File: src/rtl/riscv_pkg.sv
// Shared RISC-V front-end types and constants: datapath widths, PC step,
// and the fetch-buffer entry layout.
package riscv_pkg;

    localparam int XLEN = 32;
    localparam int ILEN = 32;

    localparam logic [XLEN-1:0] PC_INC = 32'd4;

    typedef struct packed {
        logic [XLEN-1:0] pc;
        logic [ILEN-1:0] instr;
    } fetch_entry_t;

    localparam int FETCH_ENTRY_W = $bits(fetch_entry_t);

    // Instruction addresses are word aligned; the low two bits are never used.
    function automatic logic [XLEN-1:0] align_pc(input logic [XLEN-1:0] pc);
        return {pc[XLEN-1:2], 2'b00};
    endfunction

endpackage

File: src/rtl/fetch_fifo.sv
// Small synchronous FIFO for fetched instructions, with flush.
// Uses pointers one bit wider than the index so that full and empty are distinct.
module fetch_fifo #(
    parameter int DEPTH = 2,
    parameter int WIDTH = 64
) (
    input  logic             clk,
    input  logic             rst,
    input  logic             push,
    input  logic [WIDTH-1:0] push_data,
    input  logic             pop,
    input  logic             flush,
    output logic [WIDTH-1:0] head_data,
    output logic             full,
    output logic             empty
);

    localparam int AW = $clog2(DEPTH);
    localparam logic [AW:0] PTR_ONE = (AW + 1)'(1);

    logic [WIDTH-1:0] mem [DEPTH];
    logic [AW:0]      wr_ptr;
    logic [AW:0]      rd_ptr;

    // NOTE: the storage array has no reset; validity lives entirely in the
    // pointers, and resetting a RAM-style array blocks memory inference.
    always_ff @(posedge clk) begin
        if (push) begin
            mem[wr_ptr[AW-1:0]] <= push_data;
        end
    end

    // NOTE: sequential state uses non-blocking assignments so every register
    // samples the pre-edge values, independent of statement order.
    always_ff @(posedge clk or posedge rst) begin
        if (rst) begin
            wr_ptr <= '0;
            rd_ptr <= '0;
        end else if (flush) begin
            wr_ptr <= '0;
            rd_ptr <= '0;
        end else begin
            if (push) wr_ptr <= wr_ptr + PTR_ONE;
            if (pop)  rd_ptr <= rd_ptr + PTR_ONE;
        end
    end

    assign empty = (wr_ptr == rd_ptr);
    assign full  = (wr_ptr[AW] != rd_ptr[AW]) && (wr_ptr[AW-1:0] == rd_ptr[AW-1:0]);

    // An empty FIFO presents zeros rather than stale storage contents.
    assign head_data = empty ? '0 : mem[rd_ptr[AW-1:0]];

endmodule

File: src/rtl/instr_fetch_unit.sv
// Instruction fetch unit: sequential PC generation with redirect, feeding a
// fetch buffer toward decode. Optional counters under IFU_PERF_CNT_EN.
module instr_fetch_unit
    import riscv_pkg::*;
#(
    parameter logic [XLEN-1:0] RESET_PC   = 32'h0000_0000,
    parameter int              FIFO_DEPTH = 2
) (
    input  logic            clk,
    input  logic            rst,
    output logic [XLEN-1:0] imem_addr,
    input  logic [ILEN-1:0] imem_instr,
    input  logic            redirect_valid,
    input  logic [XLEN-1:0] redirect_pc,
    output logic            out_valid,
    input  logic            out_ready,
    output logic [ILEN-1:0] out_instr,
    output logic [XLEN-1:0] out_pc
`ifdef IFU_PERF_CNT_EN
    ,
    output logic [31:0]     perf_fetched,
    output logic [31:0]     perf_stall_cycles
`endif
);

    localparam logic [XLEN-1:0] RESET_PC_ALIGNED = align_pc(RESET_PC);

    logic         [XLEN-1:0] fetch_pc;
    fetch_entry_t            push_entry;
    fetch_entry_t            head_entry;
    logic                    fifo_full;
    logic                    fifo_empty;
    logic                    push;
    logic                    pop;

    // A redirect squashes both the pop and the push of its cycle.
    assign pop  = out_valid && out_ready && !redirect_valid;
    assign push = !redirect_valid && (!fifo_full || pop);

    assign push_entry = '{pc: fetch_pc, instr: imem_instr};

    always_ff @(posedge clk or posedge rst) begin
        if (rst) begin
            fetch_pc <= RESET_PC_ALIGNED;
        end else if (redirect_valid) begin
            fetch_pc <= align_pc(redirect_pc);
        end else if (push) begin
            fetch_pc <= fetch_pc + PC_INC;
        end
    end

    assign imem_addr = fetch_pc;

    fetch_fifo #(
        .DEPTH (FIFO_DEPTH),
        .WIDTH (FETCH_ENTRY_W)
    ) u_fetch_fifo (
        .clk       (clk),
        .rst       (rst),
        .push      (push),
        .push_data (push_entry),
        .pop       (pop),
        .flush     (redirect_valid),
        .head_data (head_entry),
        .full      (fifo_full),
        .empty     (fifo_empty)
    );

    assign out_valid = !fifo_empty;
    assign out_instr = head_entry.instr;
    assign out_pc    = head_entry.pc;

`ifdef IFU_PERF_CNT_EN
    always_ff @(posedge clk or posedge rst) begin
        if (rst) begin
            perf_fetched      <= '0;
            perf_stall_cycles <= '0;
        end else begin
            if (pop)                    perf_fetched      <= perf_fetched + 32'd1;
            if (out_valid && !out_ready) perf_stall_cycles <= perf_stall_cycles + 32'd1;
        end
    end
`endif

endmodule

File: config.mk
export PLATFORM = sky130hd
export DESIGN_NAME = instr_fetch_unit
export DESIGN_NICKNAME = d
export VERILOG_FILES = /design/src/rtl/riscv_pkg.sv /design/src/rtl/fetch_fifo.sv /design/src/rtl/instr_fetch_unit.sv
export SDC_FILE = /design/constraint.sdc
export NUM_CORES = 1
export LEC_CHECK = 0
export ABC_AREA = 0
export BUFFER_PORTS_ARGS = -buffer_cell sky130_fd_sc_hd__buf_2
export CAP_MARGIN = 10
export CORE_MARGIN = 2
export CORE_UTILIZATION = 30
export DETAILED_ROUTE_END_ITERATION = 16
export PLACE_DENSITY = 0.53
export SYNTH_ARGS = -nofsm -noshare
export SYNTH_HDL_FRONTEND = slang
export SYNTH_HIERARCHICAL = 1
export SYNTH_SLANG_ARGS = --single-unit
File: constraint.sdc
create_clock -name clk -period 6.9 [get_ports clk]
set_input_delay 1.725 -clock clk [delete_from_list [all_inputs] [get_ports clk]]
set_output_delay 1.725 -clock clk [all_outputs]
set_load 0.005 [all_outputs]
==> results by group, run 1 <==
Run status
  • Status: finished clean

Clock tree
  • CTS sink cnt: 162
  • Post-CTS Setup Bufs: 0
  • CTS tree: yes
  • Hold Buf Count CTS: 0
  • Worst-path clk slew: 70 ps
  • H-tree Lvls: 4
  • CTS root buffer: clkbuf_16
  • Longest Clk Path Bufs: 2
  • Cts repair resizes: 0
  • Worst skew pair latency: 420 ps
  • Cts bufs inserted: 17

Synthesis
  • Syn Area/Cell: 13.7 um^2
  • Post-synthesis sequential area ratio: 0.647
  • FFs w/ async S/R, synth: 0.210
  • YS warnings: 6
  • Synth Flop Type: edfxtp_1
  • Post-synth EDFFs: 128
  • Synth Cell Area: 7250 um^2
  • Distinct cells, synth: 47
  • Seq cells post-synth: 162
  • Post-Synthesis Cells: 528

Power and ir drop
  • Maximum vdd drop: 0.111 mV
  • Total power: 2.57 mW
  • Power Density: 289 nW/um^2
  • Static Leak: 3.23 nW

Route
  • DR vias: 4969
  • Antenna-violating nets left: 0
  • Final WL: 18300 um
  • Initial DRC count: 404
  • Mean number of vias per cell: 4.91
  • # DRC: 0
  • DR WL/cell: 18.1 um
  • Drt pass-1 iters: 5

Floorplanning
  • Starting Density: 0.307
  • Core Area: 23600 um^2
  • Die width: 160 um
  • Boundary pin count: 165
  • Die Area: 25400 um^2
  • Vert. Die Dim: 160 um
  • Num rows: 56

GRT
  • Largest net degree at the start of global routing: 65
  • Vias in the first global route: 5035
  • Gr ovfl total: 0
  • Initial antenna violation count: 1
  • Tot GR Track Use: 0.146
  • First-pass GRT wire length: 28700 um

Cells and area
  • FILL cells: 2302
  • Layout Nets: 748
  • Most frequent cells in the layout: buf_2 (160), edfxtp_1 (128), mux2i_1 (65)
  • Most common cell after layout, fill and taps aside: buf_2
  • Share of cells above drive strength 1: 0.361
  • Diodes inserted: 0
  • Synth-to-Final Area Change: 22.5%

Timing
  • Tcrit/Tclk final: 0.603
  • Headroom to the max-slew limit: 0.352
  • Setup TNS: 0 ps
  • Fmax: 0.240 GHz
  • Final Slew Violations: 0
  • RSZ-0062 raised after global routing: false
  • Slew of the pin with the lowest slew margin: 972 ps
  • Setup violators final: 0
  • Min Tclk post-route: 4160 ps
  • Final Hold Fails: 0
  • Setup skew after layout: 9.92 ps

Flow run
  • MaxCap Viol Count: 0

Critical path
  • WS Path Type: reg2out
  • Worst setup SP type: flop
  • Crit. End Element: output port
  • CP required: 5180 ps
  • CP arrival: 2430 ps
  • Critical Path Fanout Max: 46

Placed design
  • Routability cong.: 0.822
  • HPWL after DPL: 12100 um
  • Port Buffer Count: 160

Worst hold path
  • Worst Hold Class: reg2reg
-- synth_stat cells (2+ instances only) --
library cell / number / area [um^2]
dfrtp_1: 34 / 851
a31oi_1: 14 / 87.6
nand4_1: 10 / 62.6
a2111oi_0: 2 / 17.5
xnor2_1: 10 / 87.6
o21ai_1: 2 / 10.0
clkbuf_4: 2 / 15.0
o21ai_0: 13 / 65.1
inv_1: 9 / 33.8
o211ai_1: 2 / 15.0
nor2b_1: 4 / 25.0
a21bo_2: 2 / 20.0
nand2_1: 23 / 86.3
nand3_1: 14 / 70.1
nor2_1: 19 / 71.3
o211ai_2: 2 / 25.0
mux2i_1: 65 / 651
a21oi_2: 40 / 350
nand3b_1: 2 / 15.0
buf_6: 6 / 67.6
buf_4: 5 / 37.5
and4_1: 3 / 26.3
a211oi_1: 2 / 15.0
xor2_1: 3 / 26.3
a221oi_1: 2 / 17.5
a211o_1: 2 / 17.5
or3_1: 4 / 25.0
edfxtp_1: 128 / 3840
buf_2: 14 / 70.1
and2_1: 3 / 18.8
a21oi_1: 30 / 150
and3_1: 2 / 12.5
clkbuf_1: 14 / 52.6
or4_1: 18 / 135
o31ai_1: 11 / 82.6
-- area by class of cell --
type	instances	area [um^2]	share of cell area
Multi-Input combinational cell	320	2320	0.261
Clock buffer	20	467	0.0525
Sequential cell	162	4700	0.529
Timing Repair Buffer	168	861	0.0969
Clock inverter	12	98.8	0.0111
Inverter	10	38.8	0.00437
Tap cell	319	399	0.0449
-- report_power, final --
part,internal (mW),switching (mW),total (mW),leakage [nW]
logic,0.186,0.262,0.447,1.36
clock network,0.497,0.398,0.896,0.280
registers,1.16,0.0677,1.23,1.59
-- through the flow --
| step | instances | util | cell area [um^2] | hold slack [ps] | setup slack [ps] |
|---|---|---|---|---|---|
| floorplan | 533 | - | 7270 | 481 | 845 |
| global placement | 979 | 0.352 | 8320 | 528 | 2500 |
| detailed placement | 979 | 0.352 | 8320 | 541 | 2430 |
| CTS | 1011 | 0.376 | 8880 | 550 | 2640 |
| global route | 1011 | 0.376 | 8880 | 587 | 2580 |
| finish | 1011 | 0.376 | 8880 | 562 | 2740 |
-- flip-flops by register name, indices dropped and copies added, names as in the netlist --
register,cells
u_fetch_fifo/mem,128
imem_addr,30
u_fetch_fifo/rd_ptr,2
u_fetch_fifo/wr_ptr,2
-- per-layer routing --
layer | vias to the layer above | GRT usage | share of wire
li1 | 2333 | - | -
met1 | 2456 | 0.184 | 0.43
met2 | 160 | 0.250 | 0.50
met3 | 20 | 0.0354 | 0.052
met4 | 0 | 0.0438 | 0.013
met5 | - | 0 | 0
-- final timing paths --
check                                                   start  cells past startpoint                                  to  slack (ps)
setup / recovery           u_fetch_fifo/rd_ptr[0]$_DFFE_PP0P_                      4                          out_pc[23]        2740
setup reg to reg           u_fetch_fifo/rd_ptr[0]$_DFFE_PP0P_                      6   u_fetch_fifo/mem[1][63]$_DFFE_PP_        3280
min in group asynchronous                                 rst                      2  u_fetch_fifo/rd_ptr[0]$_DFFE_PP0P_        1190
max in group asynchronous                                 rst                      3            imem_addr[8]$_DFFE_PP0P_        5000
hold / removal                      imem_addr[19]$_DFFE_PP0P_                      0   u_fetch_fifo/mem[0][51]$_DFFE_PP_         560
hold reg to reg                     imem_addr[19]$_DFFE_PP0P_                      0   u_fetch_fifo/mem[0][51]$_DFFE_PP_         560
-- worst max-delay path, cell delays in order (launching register included) --
cell,delay (ps)
dfrtp_4,690
buf_4,730
mux2i_1,330
a21oi_1,60
buf_2,160
-- cell families (layout without fill, tap and decap cells) --
group / after synthesis / count (layout) / share of synthesized area
AO/OA/AOI/OAI: 129 / 129 / 0.126
XOR/XNOR: 13 / 13 / 0.0157
adder cells (fa/ha/maj): 1 / 1 / 0.00172
buffers and inverters: 51 / 210 / 0.0388
flip-flops: 162 / 162 / 0.647
multiplexers: 65 / 65 / 0.0897
other: 1 / 6 / 0.000517
AND/OR/NAND/NOR: 106 / 106 / 0.0800
No activity file was read; power rests on OpenSTA's default activity.
==> inputs of run 2 (changes only) <==
PLACE_DENSITY = 0.55   (was 0.53)
clock period = 3.45 ns   (was 6.9 ns; I/O delays follow)
==> results by group, run 2 (same netlist as run 1, synthesis figures left out) <==
Floorplanning
  • Vert. Die Dim: 160 um
  • Die width: 160 um
  • Num rows: 56
  • Boundary pin count: 165
  • Die Area: 25400 um^2
  • Starting Density: 0.307
  • Core Area: 23600 um^2

Power and ir drop
  • Maximum vdd drop: 0.237 mV
  • Power Density: 585 nW/um^2
  • Static Leak: 3.26 nW

GRT
  • Largest net degree at the start of global routing: 68
  • Initial antenna violation count: 0
  • Vias in the first global route: 5080
  • Tot GR Track Use: 0.146
  • Gr ovfl total: 0
  • First-pass GRT wire length: 28800 um

Timing
  • Setup TNS: 0 ps
  • Final Hold Fails: 0
  • Final Slew Violations: 0
  • Setup ws final: 228 ps
  • Tcrit/Tclk final: 0.934
  • Setup skew after layout: 12.6 ps
  • Worst hold slack: 349 ps
  • Min Tclk post-route: 3220 ps
  • Headroom to the max-slew limit: 0.203
  • Fmax: 0.310 GHz
  • Slew of the pin with the lowest slew margin: 1200 ps
  • RSZ-0062 raised after global routing: false
  • Setup violators final: 0

Flow run
  • MaxCap Viol Count: 0

Cells and area
  • Most frequent cells in the layout: buf_2 (160), edfxtp_1 (128), mux2i_1 (65)
  • Diodes inserted: 0
  • Most common cell after layout, fill and taps aside: buf_2
  • Share of cells above drive strength 1: 0.365
  • Storage element area: 4700 um^2
  • Area of the multi-input gates: 2320 um^2
  • Synth-to-Final Area Change: 23.3%
  • FILL cells: 2316
  • Largest register FFs: 128
  • Layout Nets: 752

Critical path
  • Slowest cell on the critical path: buf_4
  • WS Path Type: reg2out
  • Slowest stage delay, CP: 620 ps
  • Critical Path Fanout Max: 46
  • CP required: 2590 ps
  • Crit. End Element: output port
  • Worst setup SP type: flop
  • CP arrival: 2360 ps
  • Most frequent CP cell: buf_4
  • WP buf/inv: 3
  • Critical-path cell list: xnor2_2 > buf_4 > buf_4 > a21oi_1 > buf_2
  • Crit path max-delay family: buffers and inverters

Route
  • Final WL: 18400 um
  • Mean number of vias per cell: 4.89
  • DR vias: 4966
  • # DRC: 0
  • Drt pass-1 iters: 4
  • DR WL/cell: 18.1 um
  • Antenna-violating nets left: 0
  • Initial DRC count: 281

Clock tree
  • H-tree Lvls: 4
  • Longest Clk Path Bufs: 2
  • Worst skew pair latency: 420 ps
  • Worst-path clk slew: 60 ps
  • CTS sink cnt: 162
  • CTS root buffer: clkbuf_16
  • Cts bufs inserted: 17
  • CTS tree: yes
  • Hold Buf Count CTS: 0

Placed design
  • Post-Place Worst Slack: 330 ps
  • Port Buffer Count: 160
  • HPWL after DPL: 12300 um
  • Routability cong.: 0.812

Run status
  • Status: finished clean

Worst hold path
  • Worst Hold Class: in2async
## run 2: path summary, 6_finish.rpt
| check | from | end | slack (ps) | depth (start not counted) |
|---|---|---|---|---|
| worst max-delay path | u_fetch_fifo/wr_ptr[1]$_DFFE_PP0P_ | out_instr[8] | 230 | 5 |
| worst min-delay path | rst | u_fetch_fifo/wr_ptr[0]$_DFFE_PP0P_ | 350 | 2 |
| worst max register to register | u_fetch_fifo/wr_ptr[0]$_DFFE_PP0P_ | u_fetch_fifo/mem[1][6]$_DFFE_PP_ | 550 | 5 |
| worst min register to register | imem_addr[19]$_DFFE_PP0P_ | u_fetch_fifo/mem[0][51]$_DFFE_PP_ | 570 | 0 |
| max in group asynchronous | rst | imem_addr[19]$_DFFE_PP0P_ | 2380 | 3 |
| min in group clk | imem_addr[19]$_DFFE_PP0P_ | u_fetch_fifo/mem[0][51]$_DFFE_PP_ | 570 | 0 |
## run 2: cell type report
type | instances | share of cell area
clock buffers | 17 | 0.0475
clock inverters | 15 | 0.0175
inverters | 10 | 0.00434
multi-input cells | 320 | 0.260
flip-flops and latches | 162 | 0.525
well taps | 319 | 0.0446
repair buffers | 172 | 0.101
## run 2: timing repair
item	4_1_cts	5_1_grt
buffers inserted	0	0
gates resized for setup	0	1
setup endpoints to repair	0	11
## run 2: through the flow
step	instances	area (um^2)	utilization	total power [mW]
floorplan	533	7280	-	3.02
global placement	983	8360	0.354	3.40
detailed placement	983	8360	0.354	3.43
CTS	1015	8940	0.379	5.31
global route	1015	8950	0.379	5.49
finish	1015	8950	0.379	5.23
## run 2: report_power, final
| group | total (mW) | internal, mW | switching [mW] |
|---|---|---|---|
| Sequential | 2.44 | 2.32 | 0.121 |
| Clock | 1.86 | 1.07 | 0.791 |
| Combinational | 0.927 | 0.384 | 0.542 |
## run 2: per-layer routing
| metal | up-vias | GRT usage | part of all wire |
|---|---|---|---|
| li1 | 2346 | - | - |
| met1 | 2444 | 0.181 | 0.42 |
| met2 | 165 | 0.256 | 0.51 |
| met3 | 11 | 0.0331 | 0.051 |
| met4 | 0 | 0.0397 | 0.010 |
| met5 | - | 0 | 0 |
## run 2: worst register-to-register path: stages (launching register included)
cell     delay, ps
dfrtp_1        490
xnor2_2        180
and2_1         170
or3b_1         530
a21oi_1        270
and2_4         800
